**config.mk**
```make
export PLATFORM = sky130hd
export DESIGN_NAME = hybrid16_arbiter
export DESIGN_NICKNAME = d
export VERILOG_FILES = /design/src/rtl/hybrid16_arbiter.sv
export SDC_FILE = /design/constraint.sdc
export NUM_CORES = 1
export LEC_CHECK = 0
export BUFFER_PORTS_ARGS = -buffer_cell sky130_fd_sc_hd__buf_2
export CAP_MARGIN = 5
export CORE_MARGIN = 1
export CORE_UTILIZATION = 45
export DETAILED_ROUTE_END_ITERATION = 8
export PLACE_DENSITY = 0.84
export REMOVE_ABC_BUFFERS = 1
export SYNTH_ARGS = -nofsm -noshare
export SYNTH_HDL_FRONTEND = slang
export SYNTH_HIERARCHICAL = 1
export SYNTH_SLANG_ARGS = --single-unit
```
**constraint.sdc**
```tcl
create_clock -name i_clk -period 6.2 [get_ports i_clk]
set_clock_uncertainty 0.15 [all_clocks]
set_input_delay 0.62 -clock i_clk [delete_from_list [all_inputs] [get_ports i_clk]]
set_output_delay 0.62 -clock i_clk [all_outputs]
set_load 0.01 [all_outputs]
```
**src/rtl/hybrid16_arbiter.sv**
```systemverilog
// Round-robin arbiter sharing one hybridadder16 among NREQ lanes, with a one-entry result buffer.
// Optional carry-out output enabled by defining HYB_ARB_COUT_EN.

module hybridadder16 (
  input  logic [15:0] i_x1,
  input  logic [15:0] i_x2,
  output logic [15:0] o_s
);
  logic [15:0] w_g;
  logic [15:0] w_p;
  logic [15:0] w_c;

  assign w_g    = i_x1 & i_x2;
  assign w_p    = i_x1 ^ i_x2;
  assign w_c[0] = 1'b0;

  // Four 4-bit lookahead groups with the group carry rippled between them
  for (genvar b = 0; b < 4; b++) begin : g_blk
    localparam int unsigned L = 4 * b;
    assign w_c[L+1] = w_g[L] | (w_p[L] & w_c[L]);
    assign w_c[L+2] = w_g[L+1] | (w_p[L+1] & w_g[L]) | (w_p[L+1] & w_p[L] & w_c[L]);
    assign w_c[L+3] = w_g[L+2] | (w_p[L+2] & w_g[L+1]) | (w_p[L+2] & w_p[L+1] & w_g[L])
                    | (w_p[L+2] & w_p[L+1] & w_p[L] & w_c[L]);
    if (b < 3) begin : g_co
      assign w_c[L+4] = w_g[L+3] | (w_p[L+3] & w_g[L+2]) | (w_p[L+3] & w_p[L+2] & w_g[L+1])
                      | (w_p[L+3] & w_p[L+2] & w_p[L+1] & w_g[L])
                      | (w_p[L+3] & w_p[L+2] & w_p[L+1] & w_p[L] & w_c[L]);
    end
  end

  assign o_s = w_p ^ w_c;
endmodule

module hybrid16_arbiter #(
  parameter  int unsigned NREQ = 4,
  localparam int unsigned IDW  = $clog2(NREQ)
) (
  input  logic               i_clk,
  input  logic               i_rst_n,
  input  logic [NREQ-1:0]    i_req_valid,
  input  logic [16*NREQ-1:0] i_req_x1,
  input  logic [16*NREQ-1:0] i_req_x2,
  output logic [NREQ-1:0]    o_req_ready,
  output logic               o_rsp_valid,
  output logic [IDW-1:0]     o_rsp_id,
  output logic [15:0]        o_rsp_s,
`ifdef HYB_ARB_COUT_EN
  output logic               o_rsp_cout,
`endif
  input  logic               i_rsp_ready
);
  logic [IDW-1:0] r_ptr;
  logic           r_full;
  logic [IDW-1:0] r_id;
  logic [15:0]    r_s;

  logic           w_can_acc;
  logic           w_found;
  logic           w_grant;
  logic [IDW-1:0] w_gnt_id;
  logic [IDW-1:0] w_ptr_nxt;
  logic [31:0]    w_idx;
  logic [15:0]    w_x1_arr [NREQ];
  logic [15:0]    w_x2_arr [NREQ];
  logic [15:0]    w_x1;
  logic [15:0]    w_x2;
  logic [15:0]    w_sum;

  for (genvar i = 0; i < NREQ; i++) begin : g_unpack
    assign w_x1_arr[i] = i_req_x1[16*i +: 16];
    assign w_x2_arr[i] = i_req_x2[16*i +: 16];
  end

  // Gating on reset keeps req_ready low while the block is held in reset
  assign w_can_acc = i_rst_n && (!r_full || i_rsp_ready);

  always_comb begin
    w_found  = 1'b0;
    w_gnt_id = '0;
    w_idx    = '0;
    for (int unsigned k = 0; k < NREQ; k++) begin
      w_idx = 32'(r_ptr) + k;
      if (w_idx >= NREQ) w_idx = w_idx - NREQ;
      if (!w_found && i_req_valid[IDW'(w_idx)]) begin
        w_found  = 1'b1;
        w_gnt_id = IDW'(w_idx);
      end
    end
  end

  assign w_grant   = w_can_acc && w_found;
  assign w_ptr_nxt = (w_gnt_id == IDW'(NREQ - 1)) ? '0 : w_gnt_id + 1'b1;

  always_comb begin
    o_req_ready = '0;
    if (w_grant) o_req_ready[w_gnt_id] = 1'b1;
  end

  assign w_x1 = w_x1_arr[w_gnt_id];
  assign w_x2 = w_x2_arr[w_gnt_id];

  hybridadder16 u_adder (
    .i_x1 (w_x1),
    .i_x2 (w_x2),
    .o_s  (w_sum)
  );

`ifdef HYB_ARB_COUT_EN
  logic r_cout;
  always_ff @(posedge i_clk) begin
    if (!i_rst_n)     r_cout <= 1'b0;
    else if (w_grant) r_cout <= (w_sum < w_x1);
  end
  assign o_rsp_cout = r_cout;
`endif

  always_ff @(posedge i_clk) begin
    if (!i_rst_n) begin
      r_ptr  <= '0;
      r_full <= 1'b0;
      r_id   <= '0;
      r_s    <= '0;
    end else if (w_grant) begin
      r_ptr  <= w_ptr_nxt;
      r_full <= 1'b1;
      r_id   <= w_gnt_id;
      r_s    <= w_sum;
    end else if (i_rsp_ready) begin
      r_full <= 1'b0;
    end
  end

  assign o_rsp_valid = r_full;
  assign o_rsp_id    = r_id;
  assign o_rsp_s     = r_s;
endmodule

```
## Word-level counts from Yosys, hierarchy flattened

Cells that the tools add are included.

| word-level totals | value |
|---|---|
| bits in registers | 21 |
| input port bits | 135 |
| output and inout bits | 23 |
| logic and storage cells | 154 |

| operators by class | value |
|---|---|
| add/sub/neg operators | 8 |
| $lt $le $gt $ge | 11 |
| equal/unequal tests | 1 |
| multiplexer cells | 32 |
| bitwise logic cells | 86 |
| reduce and logical (&&, ||, !) cells | 12 |

Operator list:

| kind | number |
|---|---|
| binary-select mux 16 bit (select 2 bit) | 2 |
| 2-to-1 mux 16 bit | 4 |
| AND 1 bit | 50 |
| bitwise OR 1 bit | 32 |
| bitwise XOR 16 bit | 2 |
| 2-to-1 mux 2 bit | 9 |
| AND 15 bit | 1 |
| < comparator 2 x 3 -> 1 bit, second input constant | 5 |
| >= comparator 3 bit, second input constant | 4 |
| 2-to-1 mux 1 bit | 11 |
| binary-select mux 1 bit (select 2 bit) | 4 |
| subtractor 2 x 1 -> 2 bit, second input constant | 4 |
| adder 2 x 2 -> 3 bit, second input constant | 2 |
| logical AND 1 bit | 6 |
| zero test 1 bit | 4 |
| 2-to-1 mux 4 bit | 1 |
| adder 2 x 1 -> 3 bit, second input constant | 1 |
| >= comparator 2 x 3 -> 1 bit, second input constant | 1 |
| NOT 2 -> 3 bit | 1 |
| adder 2 x 1 -> 2 bit, second input constant | 1 |
| demux 1 bit (select 2 bit) | 1 |
| == test 2 bit, second input constant | 1 |
| >= comparator 2 x 1 -> 1 bit, second input constant | 1 |
| nonzero test 2 bit | 1 |
| logical OR 1 bit | 1 |

## Longest topological paths before layout

Gate-level depths: netlist of run 1.

| logic depth | value |
|---|---|
| depth in word-level cells | 30 |
| depth in mapped cells | 17 |
| gate-level depth less buffers | 14 |

## Modules after synthesis

The synthesis of run 1 kept the hierarchy.

By module, submodules not included:

| module | times used | cells each | area an instance (µm²) | sequential area each (µm²) |
|---|---|---|---|---|
| hybrid16_arbiter | 1 | 218 | 1,875.5 | 420.4 |
| hybridadder16 | 1 | 64 | 588.1 | 0.0 |

## Worst setup path before layout of run 1

OpenSTA, ideal clock, no wires.

| timing path | value |
|---|---|
| path type | input port to flip-flop |
| start | in i_req_valid[1] |
| end | reg r_s[13] (netlist: o_rsp_s[13]) |
| arrival time | 3.363 ns |
| data required time | 5.937 ns |
| setup slack | 2.574 ns |
| stages | 17 |
| path buffers | 3 |
| cells stage by stage | nand2b_1 a21oi_1 a211o_1 buf_2 buf_6 buf_6 mux2i_1 mux2i_1 ha_1 a21o_1 a211o_1 a21oi_2 o31ai_2 fa_1 xor2_1 nand2_1 nand2_1 |

| between the ends | value |
|---|---|
| elaborated cells on any way between the ends | 65 |

RTL lines:

| what | line | source |
|---|---|---|
| start, declared | 40 | `input logic [NREQ-1:0] i_req_valid,` |
| binary-select mux 1 bit (select 2 bit) | 84 | `if (!w_found && i_req_valid[IDW'(w_idx)]) begin` |
| 2-to-1 mux 1 bit (implied by the code) | 84 |  |
| 2-to-1 mux 1 bit | 84 |  |
| zero test 1 bit | 84 |  |
| logical AND 1 bit | 84 |  |
| 2-to-1 mux 1 bit | 84 |  |
| zero test 1 bit | 84 |  |
| logical AND 1 bit | 84 |  |
| [... 8 more ...] | -- |  |
| via w_x1[6] | 65 | `logic [15:0] w_x1;` |
| [... 4 more ...] | -- |  |
| bitwise OR 1 bit or AND 1 bit (tied branches) | 26, 27 |  |
| bitwise OR 1 bit * | 27 | `\| (w_p[L+3] & w_p[L+2] & w_p[L+1] & w_p[L] & w_c[L]);` |
| AND 1 bit * | 27 |  |
| bitwise OR 1 bit * | 27 |  |
| AND 1 bit * | 20 | `assign w_c[L+1] = w_g[L] \| (w_p[L] & w_c[L]);` |
| bitwise OR 1 bit * | 20 |  |
| bitwise XOR 16 bit * | 31 | `assign o_s = w_p ^ w_c;` |
| via w_sum[13] | 67 | `logic [15:0] w_sum;` |
| end signal, assigned | 127 | `r_s <= w_sum;` |
| end, declared | 55 | `logic [15:0] r_s;` |

Mark *: on every way through the listed nets, which the timed path passes. The rest lies on a longest branch. The select of a mux whose other input is x is not followed.
A chain may end at the register's enable or synchronous reset.

## Worst setup path in the final report of run 1

| timing path | value |
|---|---|
| start | in i_req_valid[1] |
| end | reg r_s[12] (netlist: o_rsp_s[12]) |

| between the ends | value |
|---|---|
| longest elaborated chain between the ends | 26 |
| elaborated cells on any way between the ends | 63 |

Ends and longest elaborated chain:

| what | line | source |
|---|---|---|
| binary-select mux 1 bit (select 2 bit) | 84 |  |
| 2-to-1 mux 1 bit (implied by the code) | 84 |  |
| 2-to-1 mux 1 bit | 84 |  |
| zero test 1 bit | 84 |  |
| logical AND 1 bit | 84 |  |
| 2-to-1 mux 1 bit | 84 |  |
| zero test 1 bit | 84 |  |
| logical AND 1 bit | 84 |  |
| [... 8 more ...] | -- |  |
| via w_x2[2] | 66 | `logic [15:0] w_x2;` |
| [... 3 more ...] | -- |  |
| bitwise OR 1 bit or AND 1 bit (tied branches) | 25, 26 |  |
| bitwise OR 1 bit * | 26 | `\| (w_p[L+3] & w_p[L+2] & w_p[L+1] & w_g[L])` |
| AND 1 bit * | 27 |  |
| bitwise OR 1 bit * | 27 |  |
| AND 1 bit * | 27 |  |
| bitwise OR 1 bit * | 27 |  |
| bitwise XOR 16 bit * | 31 |  |
| via w_sum[12] | 67 |  |

Marks and branches as above.

==> flow_summary.yaml, run 1 <==
critical_path:
  critPathRequiredTime_ns: 6.20
  path_cells: "buf_2, nand2b_1, a21oi_1, a211o_4, mux2i_1, mux2i_1, ha_1, a21oi_1, o21ai_2, a21oi_2, o31ai_2, fa_1, nand2_1, nand2_1"
  timing.rr.start: "r_ptr[0]"
  critPathMaxFanout: 69
  max_stage_delay_ns: 0.80
  r2r_cells: 13
  crit_path_end_kind: "register"
  crit_path_end: "o_rsp_s[12]"
  startpoint: "i_req_valid[1]"
  r2r_setup_slack_ns: 2.17
  worstPathArrival_ns: 4.19
  worstSetupPathType: "primary input to register"
  r2r_end: "o_rsp_s[12]"
  start_kind: "primary input"
  worst_path_max_delay_cell: "a211o_4"
synthesis:
  synth_seq_cells: 21
  seq_area_frac_synth: 0.171
  ys_warn_count: 6
  synth.area.top_cells: "mux2i_1, dfxtp_1, ha_1, nand2_1, nand3_1"
  synth_edf_count: 0
  synth_most_common_cell: "mux2i_1"
  synthFlopType: "dfxtp_1"
  synth.largest_area_cell: "mux2i_1"
  netlist.area_leader.share: 0.390
  synth.avg_cell_area_sq_um: 8.74
  synth_commonest_cells: "mux2i_1, nand2_1, dfxtp_1"
  synthCells: 282
  synthDistinctLibCells: 39
  syn-cell-area_sq_um: 2460
  async_reset_ff_frac: 0
clock_tree:
  cts_resized: 0
  clk-insertion-delay-late_ns: 0.25
  holdBufCountCts: 0
  postCtsSetupBuffers: 0
  cts_tree: "yes"
  path_clk_slew_ns: 0.07
  cts_max_path_buffers: 2
  cts.sinks: 21
  cts-buffers-inserted: 3
  cts.htree.levels: 1
  clock-root-buffer: "clkbuf_8"
floorplanning:
  rows: 26
  die_area_sq_um: 5770
  ios: 158
  die_x_microns: 76.0
  dieHeight_microns: 76.0
  core_sq_um: 5200
  initial_core_util: 0.473
global_routing:
  gr-total-overflow: 0
  grt_max_degree: 70
  grt_usage: 0.210
  grt_pass1_vias: 2481
  grt_first_pass_wirelength_mm: 10.2
  antenna_found_initial: 0
pwr:
  powerDensity_nw_per_um2: 254
  p_int_mw: 0.484
  finalPower_mw: 0.839
  p_sw_mw: 0.354
  leakagePower_nw: 1.94
  pwr-share-seq: 0.246
  combPwrFrac: 0.651
  ir_drop_uv: 101
  p_sw_frac: 0.423
  p_clk_frac: 0.103
run_status:
  outcome: "finished clean"
timing:
  worst_pin_slew_ns: 1.05
  rsz0062_at_grt: "no"
  setup_slack_ns: 2.01
  hold_violations: 0
  whs_ns: 0.306
  maxSlewViolCount: 0
  fmax_mhz: 239
  slew_headroom: 0.298
  setup_tns_ns: 0
  final-setup-viol-count: 0
  period_share: 0.676
  period_minus_slack_ns: 4.19
placement:
  dp_slack_ns: 1.77
  port_buffers: 157
  dp_hpwl_mm: 5.02
  dp_cells: 492
  place_congestion: 0.847
  placed_cell_area_sq_um: 3250
run:
  drv_cap: 0
finish:
  diodes: 0
  syn2layout_area_growth_pct: 33.8
  final_area_sq_um: 3300
  drive_above_1_share: 0.397
  nNetsFinal: 581
  final_cells: 496
  final_core_util: 0.633
drt:
  dr.first_iter.drc_count: 95
  finalWirelength_mm: 6.13
  dr.pass1.iters: 4
  avgRoutedWirePerCell_microns: 12.4
  vias: 2560
  viasPerCell: 5.16
  drcViolationCount: 0
  ant_nets: 0
min_path:
  worstHoldPathCells: 2
  hold_class: "register to register"
power groups by stage:
stage          registers (mW)  clock network, mW  logic [mW]
5_1_grt                 0.211             0.0963       0.613
2_1_floorplan           0.231                  0       0.372
3_5_place_dp            0.209                  0       0.549
6_report                0.206             0.0861       0.546
3_3_place_gp            0.206                  0       0.524
4_1_cts                 0.206             0.0899       0.551
worst min path at each step:
stage                    start    endpoint  slack (ns)
floorplan           o_rsp_s[0]  o_rsp_s[0]        0.33
global placement    o_rsp_s[3]  o_rsp_s[3]        0.29
detailed placement  o_rsp_s[8]  o_rsp_s[8]        0.30
CTS                 o_rsp_s[8]  o_rsp_s[8]        0.31
global route        o_rsp_s[8]  o_rsp_s[8]        0.33
finish              o_rsp_s[6]  o_rsp_s[6]        0.31
cell usage in the layout, fill, tap and decap left out, types with 6 or more instances in the layout:
master / count
inv_1: 8
nand3_1: 18
buf_2: 157
mux2i_1: 96
a21o_1: 6
ha_1: 15
xor2_1: 8
a21oi_1: 10
dfxtp_1: 21
nand2_1: 39
cell families (layout without fill, tap and decap cells):
group,after synthesis,count (layout),share of synthesized area
multiplexers,96,96,0.390
AND/OR/NAND/NOR,74,74,0.137
flip-flops,21,21,0.171
XOR/XNOR,12,12,0.0427
AO/OA/AOI/OAI,34,34,0.0970
adder cells (fa/ha/maj),19,19,0.109
buffers and inverters,26,170,0.0543
final cells by class:
cell class / instances / area (sq um)
inverters: 8 / 30.0
clock buffers: 3 / 41.3
clock inverters: 1 / 5.00
flip-flops and latches: 21 / 420
fillers: 494 / 1910
well taps: 70 / 87.6
repair buffers: 158 / 793
multi-input cells: 235 / 1920
registers in the layout, indices dropped and copies added (netlist names):
signal and count:
o_rsp_s 16, r_ptr 2, o_rsp_valid 1, o_rsp_id 2
metal layers:
layer / wire length (microns) / up-vias / global-route usage
li1: - / 1299 / -
met1: 2460 / 1155 / 0.213
met2: 3300 / 96 / 0.438
met3: 281 / 10 / 0.0311
met4: 96 / 0 / 0.0500
met5: 0 / - / 0
critical path, delay by kind of cell:
kind	cells	cell delay, ns
AOI/OAI and AO/OA	6	1.84
adders and majority gates	2	0.85
buffers and inverters	1	0.12
muxes	2	0.41
and+or+nand+nor	3	0.27
Note: power is estimated with default switching activity, not from simulation.
==> inputs of run 2 (changes only) <==
--- a/config.mk
+++ b/config.mk
@@ -8,9 +8,9 @@
 export BUFFER_PORTS_ARGS = -buffer_cell sky130_fd_sc_hd__buf_2
 export CAP_MARGIN = 5
 export CORE_MARGIN = 1
-export CORE_UTILIZATION = 45
+export CORE_UTILIZATION = 39
 export DETAILED_ROUTE_END_ITERATION = 8
-export PLACE_DENSITY = 0.84
+export PLACE_DENSITY = 0.78
 export REMOVE_ABC_BUFFERS = 1
 export SYNTH_ARGS = -nofsm -noshare
 export SYNTH_HDL_FRONTEND = slang
==> constraint.sdc (replaced) <==
create_clock -name i_clk -period 3.5 [get_ports i_clk]
set_clock_uncertainty 0.15 [all_clocks]
set_input_delay 0.35 -clock i_clk [delete_from_list [all_inputs] [get_ports i_clk]]
set_output_delay 0.35 -clock i_clk [all_outputs]
set_load 0.01 [all_outputs]
==> flow_summary.yaml, run 2 (synthesized netlist as in run 1, its figures left out) <==
clock_tree:
  clock-root-buffer: "clkbuf_8"
  cts_tree: "yes"
  cts.sinks: 21
  path_clk_slew_ns: 0.07
  cts.htree.levels: 1
  clk-insertion-delay-late_ns: 0.25
  cts_max_path_buffers: 2
  cts-buffers-inserted: 3
timing:
  worst_pin_slew_ns: 0.757
  final-setup-viol-count: 0
  rsz0062_at_grt: "no"
  slew_headroom: 0.495
  hold_violations: 0
  fmax_mhz: 300
  whs_ns: 0.301
  maxSlewViolCount: 0
  setup_tns_ns: 0
  period_minus_slack_ns: 3.33
  period_share: 0.952
floorplanning:
  ios: 158
  die_area_sq_um: 6640
  die_x_microns: 81.5
  dieHeight_microns: 81.5
  rows: 28
  core_sq_um: 5990
  initial_core_util: 0.411
critical_path:
  critPathMaxFanout: 15
  start_kind: "register"
  critPathRequiredTime_ns: 3.50
  worstPathArrival_ns: 3.33
  worstSetupPathType: "register to register"
  crit_path_end_kind: "register"
drt:
  dr.pass1.iters: 4
  drcViolationCount: 0
  finalWirelength_mm: 6.26
  ant_nets: 0
  viasPerCell: 5.04
  avgRoutedWirePerCell_microns: 12.0
  dr.first_iter.drc_count: 38
  vias: 2619
finish:
  layout_common_cells: "buf_2, mux2i_1, nand2_1"
  nNetsFinal: 600
  largest_reg_flops: 16
  syn2layout_area_growth_pct: 42.9
  drive_above_1_share: 0.429
  n_fill_cell: 546
  layout_commonest_cell: "buf_2"
  diodes: 0
placement:
  dp_hpwl_mm: 5.11
  place_congestion: 0.802
  port_buffers: 157
pwr:
  ir_drop_uv: 258
  leakagePower_nw: 2.05
  powerDensity_nw_per_um2: 453
run_status:
  outcome: "finished clean"
run:
  drv_cap: 0
global_routing:
  grt_usage: 0.177
  grt_max_degree: 31
  antenna_found_initial: 0
  grt_pass1_vias: 2266
  gr-total-overflow: 0
  grt_first_pass_wirelength_mm: 9.39
min_path:
  hold_class: "register to register"
-- run 2: path summary, 6_finish.rpt --
kind | startpoint | endpoint | slack [ns] | depth (start not counted)
max | r_ptr[0] | o_rsp_s[13] | 0.17 | 15
max reg2reg | r_ptr[0] | o_rsp_s[13] | 0.17 | 15
min reg2reg | o_rsp_s[3] | o_rsp_s[3] | 0.30 | 2
min | o_rsp_s[3] | o_rsp_s[3] | 0.30 | 2
-- run 2: critical path, cell delays in order, from the launching register on --
cell	delay [ns]
dfxtp_2	0.35
nand2b_1	0.13
a21oi_2	0.06
a211o_4	0.32
buf_12	0.17
mux2i_1	0.17
mux2i_1	0.10
ha_1	0.32
a21o_1	0.17
a211o_1	0.32
a21oi_4	0.18
o31ai_4	0.11
fa_1	0.39
xor2_1	0.17
nand2_1	0.06
nand2_1	0.05
-- run 2: through the flow --
stage | area, sq um | worst slack, ns | power (mW) | std cells | util
detailed placement | 3390 | -0.0837 | 1.39 | 512 | 0.567
floorplan | 2360 | -1.53 | 1.07 | 264 | -
global placement | 3390 | 0.0188 | 1.36 | 512 | 0.567
finish | 3520 | 0.167 | 1.59 | 520 | 0.588
global route | 3520 | 0.00262 | 1.74 | 520 | 0.588
CTS | 3440 | 0.0146 | 1.55 | 516 | 0.574
-- run 2: power breakdown --
group	leakage, nW	switching, mW	internal [mW]
clock	0.0228	0.0732	0.0809
sequential	0.175	0.0424	0.325
combinational	1.85	0.539	0.534
-- run 2: final cells by class --
type / instances / area, sq um / area share
multi-input cells: 235 / 1950 / 0.554
repair buffers: 177 / 978 / 0.278
flip-flops and latches: 21 / 422 / 0.120
well taps: 75 / 93.8 / 0.0267
clock buffers: 4 / 45.0 / 0.0128
inverters: 8 / 30.0 / 0.00853
-- run 2: routing by layer --
layer | share of wire | global-route usage
met5 | 0 | 0
met4 | 0.012 | 0.0286
met3 | 0.056 | 0.0300
met2 | 0.52 | 0.343
met1 | 0.41 | 0.202
-- run 2: repair_timing --
| item | in CTS | in global routing |
|---|---|---|
| gates resized for setup | 0 | 6 |
| buffers inserted | 0 | 3 |
| hold buffers | 0 | 0 |
| endpoints found under the setup margin | 0 | 3 |
==> inputs of run 3 (changes only) <==
--- a/config.mk
+++ b/config.mk
@@ -10,7 +10,7 @@
 export CORE_MARGIN = 1
 export CORE_UTILIZATION = 39
 export DETAILED_ROUTE_END_ITERATION = 8
-export PLACE_DENSITY = 0.78
+export PLACE_DENSITY = 0.75
 export REMOVE_ABC_BUFFERS = 1
 export SYNTH_ARGS = -nofsm -noshare
 export SYNTH_HDL_FRONTEND = slang
==> flow_summary.yaml, run 3 (synthesized netlist as in run 1, its figures left out) <==
run_status:
  outcome: "finished clean"
finish:
  nNetsFinal: 619
  largest_reg_flops: 16
  diodes: 0
  syn2layout_area_growth_pct: 49.6
  layout_common_cells: "buf_2, mux2i_1, nand2_1"
  layout_commonest_cell: "buf_2"
  drive_above_1_share: 0.463
floorplanning:
  rows: 28
  die_area_sq_um: 6640
  dieHeight_microns: 81.5
  ios: 158
  initial_core_util: 0.411
  core_sq_um: 5990
  die_x_microns: 81.5
clock_tree:
  cts_tree: "yes"
  cts_max_path_buffers: 2
  clock-root-buffer: "clkbuf_8"
  path_clk_slew_ns: 0.08
  cts.htree.levels: 1
  cts-buffers-inserted: 3
  cts.sinks: 21
  clk-insertion-delay-late_ns: 0.26
drt:
  finalWirelength_mm: 6.35
  avgRoutedWirePerCell_microns: 11.8
  wl_met1_mm: 2.67
  dr_wl_met3_microns: 290
  vias: 2644
  drcViolationCount: 0
  ant_nets: 0
  dr_wl_met2_mm: 3.38
  top_layer_used: "met4"
  dr.first_iter.drc_count: 58
  viasPerCell: 4.91
  dr.pass1.iters: 4
global_routing:
  gr-total-overflow: 0
  antenna_found_initial: 0
  grt_usage: 0.183
  grt_first_pass_wirelength_mm: 9.75
  grt_max_degree: 22
  grt_pass1_vias: 2386
timing:
  period_minus_slack_ns: 3.33
  hold_violations: 0
  rsz0062_at_grt: "no"
  fmax_mhz: 300
  slew_headroom: 0.491
  maxSlewViolCount: 0
  worst_pin_slew_ns: 0.763
  setup_tns_ns: 0
  period_share: 0.951
  final-setup-viol-count: 0
critical_path:
  crit_path_end_kind: "register"
  start_kind: "register"
  worstPathArrival_ns: 3.34
  max_stage_delay_ns: 0.42
  critPathRequiredTime_ns: 3.51
  startpoint: "r_ptr[0]"
  critPathMaxFanout: 7
  worst_path_max_delay_cell: "a211o_4"
  path_cells: "o22ai_1, a211o_4, clkbuf_16, mux2i_1, mux2i_1, ha_1, a21o_1, a211o_1, a21oi_2, o31ai_2, buf_4, fa_2, xor2_1, nand2_1, nand2_1"
  worstSetupPathType: "register to register"
  timing.rr.start: "r_ptr[0]"
pwr:
  leakagePower_nw: 2.15
  finalPower_mw: 1.66
  p_int_mw: 1.00
  p_sw_frac: 0.398
  ir_drop_uv: 220
  combPwrFrac: 0.686
  pwr-share-seq: 0.220
  powerDensity_nw_per_um2: 450
  p_sw_mw: 0.660
  p_clk_frac: 0.094
min_path:
  hold_class: "primary input to register"
  hold_start: "i_req_valid[0]"
placement:
  place_congestion: 0.777
  dp_hpwl_mm: 5.24
  port_buffers: 157
run:
  drv_cap: 0
-- run 3: final cells by class --
cell class,instances,area (sq um)
fill,553,2300
clock inverter,1,5.00
tap,75,93.8
timing repair buffer,196,1150
inverter,8,30.0
clock buffer,3,41.3
multi-input combinational,235,1940
sequential,21,423
-- run 3: worst max-delay path: cells and delay by family (launching register included) --
family,cells,cell delay [ns]
simple gates,2,0.11
flops,1,0.34
buf+inv,2,0.35
fa+ha+maj,2,0.64
compound gates,6,1.22
mux,2,0.24
xor+xnor,1,0.16
-- run 3: path summary, 6_finish.rpt --
path	endpoint	depth (start not counted)	slack (ns)
setup reg to reg	o_rsp_s[13]	15	0.17
setup / recovery	o_rsp_s[13]	15	0.17
hold / removal	o_rsp_valid	3	0.29
hold reg to reg	o_rsp_s[11]	2	0.31
-- run 3: timing repair --
item	4_1_cts	5_1_grt
setup endpoints to repair	0	5
setup buffers	0	5
hold buffers	0	0
gates resized for setup	0	11
-- run 3: layer usage --
layer	vias to the layer above	GRT usage
li1	1384	-
met1	1179	0.210
met2	79	0.371
met3	2	0.0211
met4	0	0.00714
met5	-	0
-- run 3: power groups by stage --
stage	combinational [mW]	clock, mW	sequential (mW)
6_report	1.14	0.155	0.366
2_1_floorplan	0.659	0	0.409
3_3_place_gp	1.06	0	0.367
4_1_cts	1.09	0.158	0.366
3_5_place_dp	1.09	0	0.372
5_1_grt	1.27	0.168	0.376
-- run 3: per-stage QoR --
stage | hold WS (ns) | utilization | instance area, sq um | std cells | setup slack, ns
after CTS | 0.280 | 0.594 | 3560 | 532 | 0.0393
after global routing | 0.325 | 0.615 | 3690 | 539 | 0.0127
after floorplan | 0.322 | - | 2360 | 264 | -1.53
final | 0.286 | 0.615 | 3690 | 539 | 0.170
after global placement | 0.292 | 0.587 | 3510 | 528 | 0.000557
after detailed placement | 0.295 | 0.587 | 3510 | 528 | -0.0622
